===== src/rtl/conv1d_sequencer.sv =====
// Run sequencer for the Conv1D engine: clear, weight/input/partial-sum load, compute, write-back.
// Outputs are flopped from the next-state decode (zero added latency); start is ignored while busy.
module conv1d_sequencer #(
  parameter int Weight_Nums             = 4,
  parameter int Output_Nums             = 8,
  parameter int Input_Nums              = Output_Nums + Weight_Nums - 1,
  parameter int Nums_Pipeline_Stages    = 4,
  parameter int Pipeline_Tail           = Nums_Pipeline_Stages - 1,
  parameter int Total_Computation_Steps = Weight_Nums * Output_Nums + Pipeline_Tail,
  parameter int Cnt_Width               = 6
) (
  input  logic       clk,
  input  logic       reset,
  input  logic       start,
  input  logic       abort,
  input  logic       Accumulate_Existing,
  output logic       busy,
  output logic       done,
  output logic [3:0] state,
  output logic       Mem_Reset,
  output logic       L0_Reset,
  output logic       Comp_Reset,
  output logic       PE_reset,
  output logic       Mem_Weight_Index_Reset,
  output logic       Mem_Input_Index_Reset,
  output logic       Mem_Output_Index_Reset,
  output logic       Weight_Loading_Signal,
  output logic       Input_Loading_Signal,
  output logic       Output_Loading_Signal,
  output logic       Computing_Signal,
  output logic       Output_Writing_Signal
);

  typedef enum logic [3:0] {
    S_IDLE    = 4'd0,  S_CLR     = 4'd1,
    S_WL_PREP = 4'd2,  S_WL_RUN  = 4'd3,
    S_IL_PREP = 4'd4,  S_IL_RUN  = 4'd5,
    S_OL_PREP = 4'd6,  S_OL_RUN  = 4'd7,
    S_CP_PREP = 4'd8,  S_CP_RUN  = 4'd9,
    S_OW_PREP = 4'd10, S_OW_RUN  = 4'd11,
    S_DONE    = 4'd12
  } state_t;

  typedef struct packed {
    logic busy;
    logic done;
    logic mem_rst;
    logic l0_rst;
    logic comp_rst;
    logic pe_rst;
    logic w_idx_rst;
    logic i_idx_rst;
    logic o_idx_rst;
    logic wl;
    logic il;
    logic ol;
    logic cp;
    logic ow;
  } outs_t;

  localparam int CntSpan = 2 ** Cnt_Width;
  localparam logic [Cnt_Width-1:0] WlLast = Cnt_Width'(Weight_Nums - 1);
  localparam logic [Cnt_Width-1:0] IlLast = Cnt_Width'(Input_Nums - 1);
  localparam logic [Cnt_Width-1:0] OlLast = Cnt_Width'(Output_Nums - 1);
  localparam logic [Cnt_Width-1:0] CpLast = Cnt_Width'(Total_Computation_Steps - 1);
  localparam logic [Cnt_Width-1:0] OwLast = Cnt_Width'(Output_Nums - 1);

  state_t               r_state, w_next_state;
  logic [Cnt_Width-1:0] r_cnt, w_next_cnt;
  logic                 r_acc, w_next_acc;
  outs_t                r_outs;

  function automatic outs_t decode(input state_t s);
    outs_t o;
    o      = '0;
    o.busy = (s != S_IDLE);
    case (s)
      S_CLR:     begin o.mem_rst = 1'b1; o.l0_rst = 1'b1; o.comp_rst = 1'b1; o.pe_rst = 1'b1; end
      S_WL_PREP: o.w_idx_rst = 1'b1;
      S_WL_RUN:  o.wl = 1'b1;
      S_IL_PREP: o.i_idx_rst = 1'b1;
      S_IL_RUN:  o.il = 1'b1;
      S_OL_PREP: o.o_idx_rst = 1'b1;
      S_OL_RUN:  o.ol = 1'b1;
      S_CP_PREP: begin o.comp_rst = 1'b1; o.pe_rst = 1'b1; end
      S_CP_RUN:  o.cp = 1'b1;
      S_OW_PREP: o.o_idx_rst = 1'b1;
      S_OW_RUN:  o.ow = 1'b1;
      S_DONE:    o.done = 1'b1;
      default:   o = '0;
    endcase
    return o;
  endfunction

  always_ff @(posedge clk or posedge reset) begin
    if (reset) begin
      r_state <= S_IDLE;
      r_cnt   <= '0;
      r_acc   <= 1'b0;
      r_outs  <= '0;
    end else begin
      r_state <= w_next_state;
      r_cnt   <= w_next_cnt;
      r_acc   <= w_next_acc;
      r_outs  <= decode(w_next_state);
    end
  end

  // Each RUN state holds while the counter walks 0..N-1; PREP states rearm the counter.
  always_comb begin
    w_next_state = r_state;
    w_next_cnt   = r_cnt;
    w_next_acc   = r_acc;
    case (r_state)
      S_IDLE: begin
        w_next_cnt = '0;
        if (start) begin
          w_next_state = S_CLR;
          w_next_acc   = Accumulate_Existing;
        end
      end
      S_CLR:     w_next_state = S_WL_PREP;
      S_WL_PREP: begin w_next_cnt = '0; w_next_state = S_WL_RUN; end
      S_WL_RUN:  if (r_cnt == WlLast) w_next_state = S_IL_PREP; else w_next_cnt = r_cnt + 1'b1;
      S_IL_PREP: begin w_next_cnt = '0; w_next_state = S_IL_RUN; end
      S_IL_RUN:  if (r_cnt == IlLast) w_next_state = r_acc ? S_OL_PREP : S_CP_PREP;
                 else w_next_cnt = r_cnt + 1'b1;
      S_OL_PREP: begin w_next_cnt = '0; w_next_state = S_OL_RUN; end
      S_OL_RUN:  if (r_cnt == OlLast) w_next_state = S_CP_PREP; else w_next_cnt = r_cnt + 1'b1;
      S_CP_PREP: begin w_next_cnt = '0; w_next_state = S_CP_RUN; end
      S_CP_RUN:  if (r_cnt == CpLast) w_next_state = S_OW_PREP; else w_next_cnt = r_cnt + 1'b1;
      S_OW_PREP: begin w_next_cnt = '0; w_next_state = S_OW_RUN; end
      S_OW_RUN:  if (r_cnt == OwLast) w_next_state = S_DONE; else w_next_cnt = r_cnt + 1'b1;
      S_DONE:    w_next_state = S_IDLE;
      default:   begin w_next_state = S_IDLE; w_next_cnt = '0; end
    endcase
    // Abort beats everything, including a start arriving in IDLE.
    if (abort) begin
      w_next_state = S_IDLE;
      w_next_cnt   = '0;
      w_next_acc   = r_acc;
    end
  end

  always_ff @(posedge clk) begin
    assert (Total_Computation_Steps <= CntSpan && Input_Nums <= CntSpan);
  end

  assign state                  = r_state;
  assign busy                   = r_outs.busy;
  assign done                   = r_outs.done;
  assign Mem_Reset              = r_outs.mem_rst;
  assign L0_Reset               = r_outs.l0_rst;
  assign Comp_Reset             = r_outs.comp_rst;
  assign PE_reset               = r_outs.pe_rst;
  assign Mem_Weight_Index_Reset = r_outs.w_idx_rst;
  assign Mem_Input_Index_Reset  = r_outs.i_idx_rst;
  assign Mem_Output_Index_Reset = r_outs.o_idx_rst;
  assign Weight_Loading_Signal  = r_outs.wl;
  assign Input_Loading_Signal   = r_outs.il;
  assign Output_Loading_Signal  = r_outs.ol;
  assign Computing_Signal       = r_outs.cp;
  assign Output_Writing_Signal  = r_outs.ow;

endmodule


===== config.mk =====
export PLATFORM = sky130hd
export DESIGN_NAME = conv1d_sequencer
export DESIGN_NICKNAME = d
export VERILOG_FILES = /design/src/rtl/conv1d_sequencer.sv
export SDC_FILE = /design/constraint.sdc
export NUM_CORES = 1
export LEC_CHECK = 0
export BUFFER_PORTS_ARGS = -buffer_cell sky130_fd_sc_hd__buf_2
export CORE_AREA = 2 2 50 61
export DETAILED_ROUTE_END_ITERATION = 6
export DIE_AREA = 0 0 52 63
export PLACE_DENSITY_LB_ADDON = 0.25
export SYNTH_ARGS = -nofsm -noshare
export SYNTH_HDL_FRONTEND = slang
export SYNTH_SLANG_ARGS = --single-unit

===== constraint.sdc =====
create_clock -name clk -period 4.6 [get_ports clk]
set_input_delay 0.46 -clock clk [delete_from_list [all_inputs] [get_ports clk]]
set_output_delay 0.46 -clock clk [all_outputs]
set_load 0.02 [all_outputs]

==> impl_metrics.yaml <==
status:
  status: "completed"
timing:
  min_period_over_period_pct: 59.05
  drv_slew: 0
  setup_violations: 0
  finalSetupTns_ns: 0
  relSlewSlack_pct: 46.53
  fmax_mhz: 368.2
  tightest_slew_ns: 0.8012
  period_minus_slack_ns: 2.716
  rsz0062_at_grt: "no"
  hold_viol_final: 0
  fin_worst_skew_ns: 0.004431
yosys:
  ys_ff_latch: 23
  synth_top_area_share_pct: 43.19
  synthTopCellsByArea: "dfrtp_1 (43%), nor2_1 (3.1%), nor3_1 (3.0%)"
  synth_edf_count: 0
  syn-num-nets: 144
  ys.warnings.count: 0
  synth_top_area_cell: "dfrtp_1"
  async_flop_share_pct: 100.0
  ys_seq_area_share_pct: 43.19
  synth_cells: 137
  avgSynthCellArea_um2: 9.726
  netlist_area_mm2: 0.001333
  synth-main-ff-cell: "dfrtp_1"
  ys_types: 51
floorplanning:
  coreArea_mm2: 0.002706
  initial_core_util_pct: 49.24
  pin_count: 23
  core.rowCount: 21
  die_w_um: 52
  die_h_um: 63
  die-area_mm2: 0.003276
critical_path:
  critPathCaptureType: "register"
  required_ns: 4.81
  crit_path_max_incr_delay_ns: 0.56
  cpMaxStageDelayCell: "or4b_4"
  start_kind: "register"
  cpMostUsedCell: "or4b_4"
  path_cells: "ha_1 > or4b_4 > o311ai_4 > a21oi_2 > or4b_4 > nor3_4 > mux2_1"
  crit_arrival_ns: 2.93
  critical_path_class: "reg -> reg"
  path_max_fanout: 6
placement:
  place_area_mm2: 0.001438
  placedCellCount: 185
  portBuffers: 22
  place_congestion: 0.8737
  dp_hpwl_mm: 2.150
cells_and_area:
  fin_cells: 189
  drive_gt1_share_pct: 23.23
  stdcell_area_mm2: 0.001465
  synthToLayoutAreaGrowth_pct: 9.953
  fillers: 259
  layout.cells.most_common: "dfrtp_1"
  finalNetCount: 163
  mostFrequentLayoutCells: "dfrtp_1 (23), buf_2 (22), nor2_1 (11)"
  antenna_cells: 0
global_route:
  grt_antenna_before_repair: 0
  grt_pass1_vias: 1121
  globalRouteOverflowTotal: 0
  grt_max_degree: 24
  grt_first_pass_wirelength_mm: 4.892
  grtUsageTotal_pct: 19.69
route:
  drc: 0
  dr.pass1.iters: 4
  wl_per_cell_um: 14.60
  drt_iter0_drc: 39
  drt-total-wl_mm: 2.760
  vias_per_cell: 6.000
  dr_total_vias: 1134
  antenna_left: 0
hold_path:
  hp-class: "in -> async"
cts:
  cts_buffers: 3
  cts_setup_buffers: 0
  clockBufferDepth: 2
  htreeDepth: 1
  hold_buffers: 0
  clkLatencyLatePin_ns: 0.32
  clkSinkCount: 23
  path_clk_slew_ns: 0.12
  cts-resized-gates: 0
  cts_tree: "yes"
  cts_root_buffer: "clkbuf_4"
pwr:
  p_leak_nw: 0.6917
  power_density_mw_per_mm2: 256.1
  vdd_drop_max_v: 0.0001265
flow_run:
  max_cap_violations: 0
[path summary, 6_finish.rpt]
path | start | to | slack [ns] | cells after the start
worst min-delay path | reset | r_cnt[1]$_DFFE_PP0P_ | 0.27 | 2
min in group clk | Accumulate_Existing | r_acc$_DFFE_PP0P_ | 0.35 | 2
worst min register to register | r_acc$_DFFE_PP0P_ | r_acc$_DFFE_PP0P_ | 0.55 | 1
worst max register to register | r_cnt[1]$_DFFE_PP0P_ | r_acc$_DFFE_PP0P_ | 1.88 | 7
max in group asynchronous | reset | Weight_Loading_Signal$_DFF_PP0_ | 3.83 | 2
worst max-delay path | r_cnt[1]$_DFFE_PP0P_ | r_acc$_DFFE_PP0P_ | 1.88 | 7
[worst max-delay path: cells and delay by family, from the launching register on]
kind / cells / cell delay, ns
AO/OA/AOI/OAI: 2 / 0.41
adder cells (fa/ha/maj): 1 / 0.22
flip-flops: 1 / 0.41
multiplexers: 1 / 0.33
AND/OR/NAND/NOR: 3 / 1.24
[per-layer routing]
metal / global-route usage (%) / wire, um
met2: 34.81 / 1508
met3: 3.349 / 84
met5: 0 / 0
met4: 9.868 / 89
met1: 21.73 / 1078
[sequential cells by signal, summed over array words and instances (netlist names)]
name	cells
Output_Loading_Signal	1
Mem_Output_Index_Reset	1
r_cnt	6
r_acc	1
Computing_Signal	1
Weight_Loading_Signal	1
Mem_Input_Index_Reset	1
state	4
Mem_Weight_Index_Reset	1
L0_Reset	1
Output_Writing_Signal	1
Comp_Reset	1
busy	1
done	1
Input_Loading_Signal	1
[stage by stage]
step	hold slack, ns	total power [mW]	util, %	setup WS [ns]
CTS	0.3156	0.3769	54.14	1.886
detailed placement	0.5242	0.2856	53.12	1.907
global placement	0.5157	0.2841	53.12	1.985
finish	0.2720	0.3752	54.14	1.884
floorplan	0.4619	0.2686	-	2.050
global route	0.3489	0.3956	54.14	1.692
[report_power, final]
part	switching, mW	total [mW]	internal (mW)
combinational	0.0378	0.0594	0.0216
clock	0.0612	0.0938	0.0326
sequential	0.0111	0.222	0.211
[final cells by class]
class                           count  area, um^2  area share [%]
Multi-Input combinational cell     98       679.4           46.37
Timing Repair Buffer               22       110.1           7.515
Tap cell                           34       42.54           2.903
Clock inverter                      1       5.005          0.3416
Sequential cell                    23       575.6           39.28
Inverter                            8       30.03           2.050
Clock buffer                        3       22.52           1.537
[cells in the mapped netlist (all sizes together) (3+ instances only)]
library cell	count
nand3	7
nor2	11
inv	8
o211ai	4
buf	6
nor3	9
or4b	3
dfrtp	23
o21ai	6
or3	5
nor2b	5
nand2	4
a21oi	3
and3	4
or3b	3
[cell families after synthesis]
logic type | Yosys count | synth area share, %
muxes | 1 | 0.8450
AOI/OAI and AO/OA | 32 | 18.97
adders and majority gates | 2 | 1.878
and+or+nand+nor | 61 | 27.98
buffers and inverters | 16 | 5.821
xor gates and xnor gates | 2 | 1.315
DFF | 23 | 43.19
(Power assumes the default switching activity.)
